<file path="src/rtl/dest_forward_unit.sv">
// dest_forward_unit: tracks the destination register of the instructions in
// EX, MEM and WB, detects load-use hazards against the ID-stage sources and
// chooses the forwarding source for both EX operands one edge ahead.
module dest_forward_unit (
  input  logic       clk,
  input  logic       rst,
  input  logic       id_valid,
  input  logic [5:1] id_rs,
  input  logic [5:1] id_rt,
  input  logic [5:1] id_dest,
  input  logic       id_regwrite,
  input  logic       id_memread,
  input  logic       flush,
  output logic       stall,
  output logic [2:1] fwd_a,
  output logic [2:1] fwd_b,
  output logic [5:1] ex_dest,
  output logic [5:1] mem_dest,
  output logic [5:1] wb_dest,
  output logic       wb_regwrite
);

  typedef struct packed {
    logic       valid;
    logic [5:1] dest;
    logic       regwrite;
    logic       memread;
  } stage_t;

  localparam stage_t BUBBLE = '{valid: 1'b0, dest: 5'd0, regwrite: 1'b0, memread: 1'b0};

  localparam logic [2:1] FWD_RF  = 2'b00;
  localparam logic [2:1] FWD_MEM = 2'b01;
  localparam logic [2:1] FWD_WB  = 2'b10;

  stage_t     ex_q, mem_q, wb_q;
  stage_t     ex_d;
  logic [2:1] fwd_a_q, fwd_a_d;
  logic [2:1] fwd_b_q, fwd_b_d;
  logic       stall_s;
  logic       advance_s;

  // A stage produces a value only if it really writes a non-zero register;
  // register 0 is hard-wired and must never be forwarded from.
  function automatic logic is_producer(input stage_t st);
    return st.valid && st.regwrite && (st.dest != 5'd0);
  endfunction

  // Forward code for one source register. EX is checked first because it
  // holds the youngest write; a load in EX has no data yet, so it is skipped
  // (that case is covered by the stall instead).
  function automatic logic [2:1] fwd_sel(input stage_t ex, input stage_t mem,
                                         input logic [5:1] src);
    logic [2:1] code;
    if (is_producer(ex) && !ex.memread && (ex.dest == src)) begin
      code = FWD_MEM;
    end else if (is_producer(mem) && (mem.dest == src)) begin
      code = FWD_WB;
    end else begin
      code = FWD_RF;
    end
    return code;
  endfunction

  // Load-use hazard: the load in EX writes a register that ID wants to read.
  always_comb begin
    stall_s = id_valid && ex_q.valid && ex_q.memread && ex_q.regwrite &&
              (ex_q.dest != 5'd0) &&
              ((ex_q.dest == id_rs) || (ex_q.dest == id_rt));
  end

  // EX next state and forward codes; flush wins over stall, both make a bubble.
  always_comb begin
    ex_d      = BUBBLE;
    fwd_a_d   = FWD_RF;
    fwd_b_d   = FWD_RF;
    advance_s = !stall_s && !flush && id_valid;
    if (!stall_s && !flush) begin
      ex_d = '{valid: id_valid, dest: id_dest, regwrite: id_regwrite, memread: id_memread};
    end else begin
      ex_d = BUBBLE;
    end
    if (advance_s) begin
      fwd_a_d = fwd_sel(ex_q, mem_q, id_rs);
      fwd_b_d = fwd_sel(ex_q, mem_q, id_rt);
    end else begin
      fwd_a_d = FWD_RF;
      fwd_b_d = FWD_RF;
    end
  end

  // Pipeline shift and forward-code registers; reset drops everything in flight.
  always_ff @(posedge clk or posedge rst) begin
    if (rst) begin
      ex_q    <= BUBBLE;
      mem_q   <= BUBBLE;
      wb_q    <= BUBBLE;
      fwd_a_q <= FWD_RF;
      fwd_b_q <= FWD_RF;
    end else begin
      ex_q    <= ex_d;
      mem_q   <= ex_q;
      wb_q    <= mem_q;
      fwd_a_q <= fwd_a_d;
      fwd_b_q <= fwd_b_d;
    end
  end

  assign stall       = stall_s;
  assign fwd_a       = fwd_a_q;
  assign fwd_b       = fwd_b_q;
  assign ex_dest     = ex_q.dest;
  assign mem_dest    = mem_q.dest;
  assign wb_dest     = wb_q.dest;
  assign wb_regwrite = wb_q.valid && wb_q.regwrite;

endmodule

</file>
<file path="config.mk">
export PLATFORM = sky130hd
export DESIGN_NAME = dest_forward_unit
export DESIGN_NICKNAME = d
export VERILOG_FILES = /design/src/rtl/dest_forward_unit.sv
export SDC_FILE = /design/constraint.sdc
export NUM_CORES = 1
export LEC_CHECK = 0
export CAP_MARGIN = 0
export CORE_MARGIN = 2
export CORE_UTILIZATION = 40
export DETAILED_ROUTE_END_ITERATION = 12
export PLACE_DENSITY = 0.81
export SLEW_MARGIN = 20
export SYNTH_ARGS = -nofsm -noshare
export SYNTH_HDL_FRONTEND = slang
export SYNTH_SLANG_ARGS = --single-unit
</file>
<file path="constraint.sdc">
create_clock -name clk -period 3.8 [get_ports clk]
set_input_delay 0.76 -clock clk [delete_from_list [all_inputs] [get_ports clk]]
set_output_delay 0.76 -clock clk [all_outputs]
set_load 0.005 [all_outputs]
</file>
Word level (Yosys, flattened, before mapping)
Index checks and enable logic that the tools add are counted.
{"block": "op_classes", "eq_ne": 4, "mux": 7, "n_reduce_logical": 23}
{"op": "$eq 5x5->1", "count": 4}
{"op": "$logic_and 1x1->1", "count": 17}
{"op": "$mux 2", "count": 6}
{"op": "$reduce_bool 5->1", "count": 2}
{"op": "$mux 8", "count": 1}
{"op": "$logic_not 1->1", "count": 3}
{"op": "$logic_or 1x1->1", "count": 1}
{"block": "totals", "register_bits": 26, "elab_cells": 46}

Logic depth before layout (Yosys ltp)
Gate-level depths: netlist of run 1.
{"block": "logic_depth", "word_depth": 9, "mapped_depth": 6, "ltp_nobuf": 5}

Worst setup path after synthesis of run 1
Ideal clock, no wire load.
{"block": "synth_timing", "kind": "input-to-output", "start": "input port id_rs[3] in the netlist's numbering", "end": "output port stall", "t_arrival_ns": 1.816, "path_slack_ns": 1.224, "cell_stages": 5, "n_path_buf": 1, "cell_sequence": "xor2_1 nor3_2 nand3_2 a2111oi_4 buf_6"}
{"block": "synth_between", "elab_chain_cells": 3}
{"element": "start: declaration", "line_no": "8", "rtl": "input logic [5:1] id_rs,"}
{"element": "$eq 5x5->1", "line_no": "69", "rtl": "((ex_q.dest == id_rs) || (ex_q.dest == id_rt));"}
{"element": "$logic_or 1x1->1", "line_no": "69"}
{"element": "$logic_and 1x1->1", "line_no": "68", "rtl": "(ex_q.dest != 5'd0) &&"}
{"element": "end: declaration", "line_no": "14", "rtl": "output logic stall,"}
Every way passes these cells.

Worst setup path in the final report of run 1
Same ends and word-level chain as after synthesis.

==> results.md, run 1 <==
- Outcome: finished clean
- Post-layout worst setup margin: 0.330 ns
- Largest family of logic cells by synthesized area: simple AND/OR/NAND/NOR gates
- Max_cap viols: 0
- Final Util: 53.0%
- Rows: 20
- H-tree depth: 1
- Max-slew headroom: 38.3%
- Chip Height: 59.7 µm
- Post-synth top area share: 52.5%
- Most used cell, CP: clkdlybuf4s50_1
- DR pass1 iterations: 4
- Power per standard cell area: 312 mW/mm²
- Synthesized instance count: 95
- Initial antenna violation count: 0
- Register area share after synthesis: 52.5%
- Layout area overhead: 28.6%
- CTS Hold Bufs: 0
- Critical Path RT: 3.04 ns
- CP Launch Type: input pin
- CP max stage delay: 0.56 ns
- CTS clock-pin slew for the worst setup and hold paths: 0.12 ns
- Share of cells above drive strength 1: 17.1%
- DR DRC count: 0
- Max Root-Sink Buffers: 2
- CTS resizes: 0
- Adder-Cell Fraction of Synth Area: 0%
- Syn nets: 116
- Most frequent cell after synthesis: dfrtp_1
- Peak VDD IR: 0.000142 V
- Largest area contributor in the netlist: dfrtp_1
- Synth Register Bits: 26
- Total Wirelength: 2420 µm
- Post-CTS Setup Bufs: 0
- Via-to-Cell Ratio: 4.94
- Total GRT Usage: 15.0%
- Syn Area/Cell: 13.0 µm²
- Crit Path Max Fanout: 3
- Synth area leaders: dfrtp_1 53%, buf_4 9.1%, xor2_1 7.8%, nor3b_2 7.1%, xnor2_1 6.4%
- Clock Latency Late Sink: 0.32 ns
- Vias in the first global route: 787
- Root Buffer: clkbuf_4
- Hold_sp: mem_q[1]$_DFF_PP0_
- Final setup skew: 0.0130 ns
- Place WS: 0.322 ns
- Fmax: 288 MHz
- GPL Wtd Cong: 0.933
- I/O Buffers: 41
- Worst Path Arrival: 2.71 ns
- Detailed placer's ending HPWL: 1890 µm
- Largest net degree at the start of global routing: 27
- Number of synthesized flops with an enable pin: 0
- Slew Limit Fails: 0
- Mux cell area share after synthesis: 0%
- Number of distinct library cells after synthesis: 23
- Diode count: 0
- Synth warn: 0
- Antenna-violating nets left: 0
- CTS tree: yes
- First-pass GRT wire length: 3860 µm
- Hold Path Depth: 0
- Worst-margin pin slew: 0.925 ns
- Period utilization: 91.3%
- Worst reg-to-reg setup slack: 1.85 ns
- Simple-Gate Fraction of Synth Area: 19.1%
- Post-synth ARST share: 100%
- Critical path class: input pin to primary output
- Setup violations, final: 0
- Worst setup path startpoint: id_rs[3]
- Total vias in the final route: 770
- Placed Area: 0.00157 mm²
- Layout Nets: 146
- Reg2reg start: ex_dest[3]$_DFF_PP0_
- Post-Synth XOR/XNOR Area: 14.1%
- RSZ-0062 raised after global routing: no
- Commonest cells in the synthesized netlist: 26 x dfrtp_1, 15 x buf_4, 11 x xor2_1, 9 x xnor2_1, 7 x nor3b_2
- Num CTS Buffers: 3
- Crit-path slowest cell: clkdlybuf4s50_1
- P_leak: 0.648 nW
- Starting Density: 41.3%
- Worst hold endpoint: wb_q[1]$_DFF_PP0_
- Compound-Gate Fraction of Synth Area: 3.64%
- Die Width: 59.7 µm
- FF/Latch Area: 651 µm²
- Filler cells: 260
- Top_reg_cell synth: dfrtp_1
- CP Capture Type: primary output
- Wire length per cell: 15.5 µm
- Setup TNS Final: 0 ns
- # clock sinks: 26
- Initial DRC Count: 14
- Final hold violations: 0
- HP Class: register to register
- Synthesized cell area: 0.00124 mm²
- Reg2Reg Depth: 6
- Core Area: 0.00300 mm²
- RR Endpoint: fwd_a[2]$_DFF_PP0_
- Area of the multi-input gates: 457 µm²
- CP cell instances: clkdlybuf4s50_1 > xor2_1 > nor3_2 > nand3_2 > a2111oi_4 > clkdlybuf4s50_1
- Ports: 42
- Final min period: 3.47 ns
- GRT overflow: 0
- Die area: 0.00356 mm²
- Final instance area: 0.00159 mm²
[critical path: cells and delay by family]
| family | cells | cell delay [ns] |
|---|---|---|
| AOI/OAI and AO/OA | 1 | 0.38 |
| and+or+nand+nor | 2 | 0.38 |
| buffers and inverters | 2 | 1.01 |
| xor gates and xnor gates | 1 | 0.17 |
[state kept, by name (all words and copies together) (netlist names)]
signal / cells
ex_dest: 5
mem_dest: 5
wb_dest: 5
ex_q: 3
fwd_a: 2
fwd_b: 2
mem_q: 2
wb_q: 2
[layout by cell type, fill, tap and decap left out, types with 2 or more instances in the layout]
cell type / instances
nor3b_2: 7
xor2_1: 11
dfrtp_1: 26
xnor2_1: 9
nand3_2: 2
o2111ai_1: 2
clkbuf_4: 3
nor4_2: 2
clkdlybuf4s50_1: 41
nor3_1: 5
nor2_2: 2
nand2_1: 2
[worst max-delay path by stage]
stage	end	slack, ns	depth (start not counted)
2_1_floorplan	stall	1.22	5
3_3_place_gp	stall	0.32	6
3_5_place_dp	stall	0.32	6
4_1_cts	stall	0.31	6
5_1_grt	stall	0.22	6
6_report	stall	0.33	6
[layout make-up]
class	count	share of cell area, %
clock buffers	3	1.41
well taps	33	2.59
inverters	1	0.236
repair buffers	42	26.2
multi-input cells	51	28.7
flip-flops and latches	26	40.8
[layer usage]
| metal | global-route usage [%] | part of all wire [%] | wire length, µm |
|---|---|---|---|
| met1 | 18.6 | 39 | 934 |
| met2 | 24.5 | 51 | 1240 |
| met3 | 2.60 | 6.9 | 167 |
| met4 | 8.89 | 3.1 | 75 |
| met5 | 0 | 0 | 0 |
[cells by family after synthesis]
logic type | after synthesis
buf+inv | 18
xor+xnor | 20
flops | 26
compound gates | 3
simple gates | 28
[report_power, final]
| group | internal, mW | switching [mW] | leakage, nW |
|---|---|---|---|
| Clock | 0.0371 | 0.0752 | 0.0138 |
| Sequential | 0.288 | 0.0120 | 0.339 |
| Combinational | 0.0511 | 0.0329 | 0.294 |
| Total | 0.377 | 0.120 | 0.648 |
[stage by stage]
stage               std cells  power, mW  hold slack [ns]
global placement          153      0.387            0.361
CTS                       156      0.500            0.395
floorplan                  95      0.351            0.353
finish                    156      0.497            0.394
global route              156      0.520            0.406
detailed placement        153      0.391            0.367
(Power assumes the default switching activity.)
==> inputs of run 2 (changes only) <==
SKIP_LAST_GASP = 1   (was default)
==> results of run 2 <==
The final DEF is identical to that of run 1; final timing and power are the same.
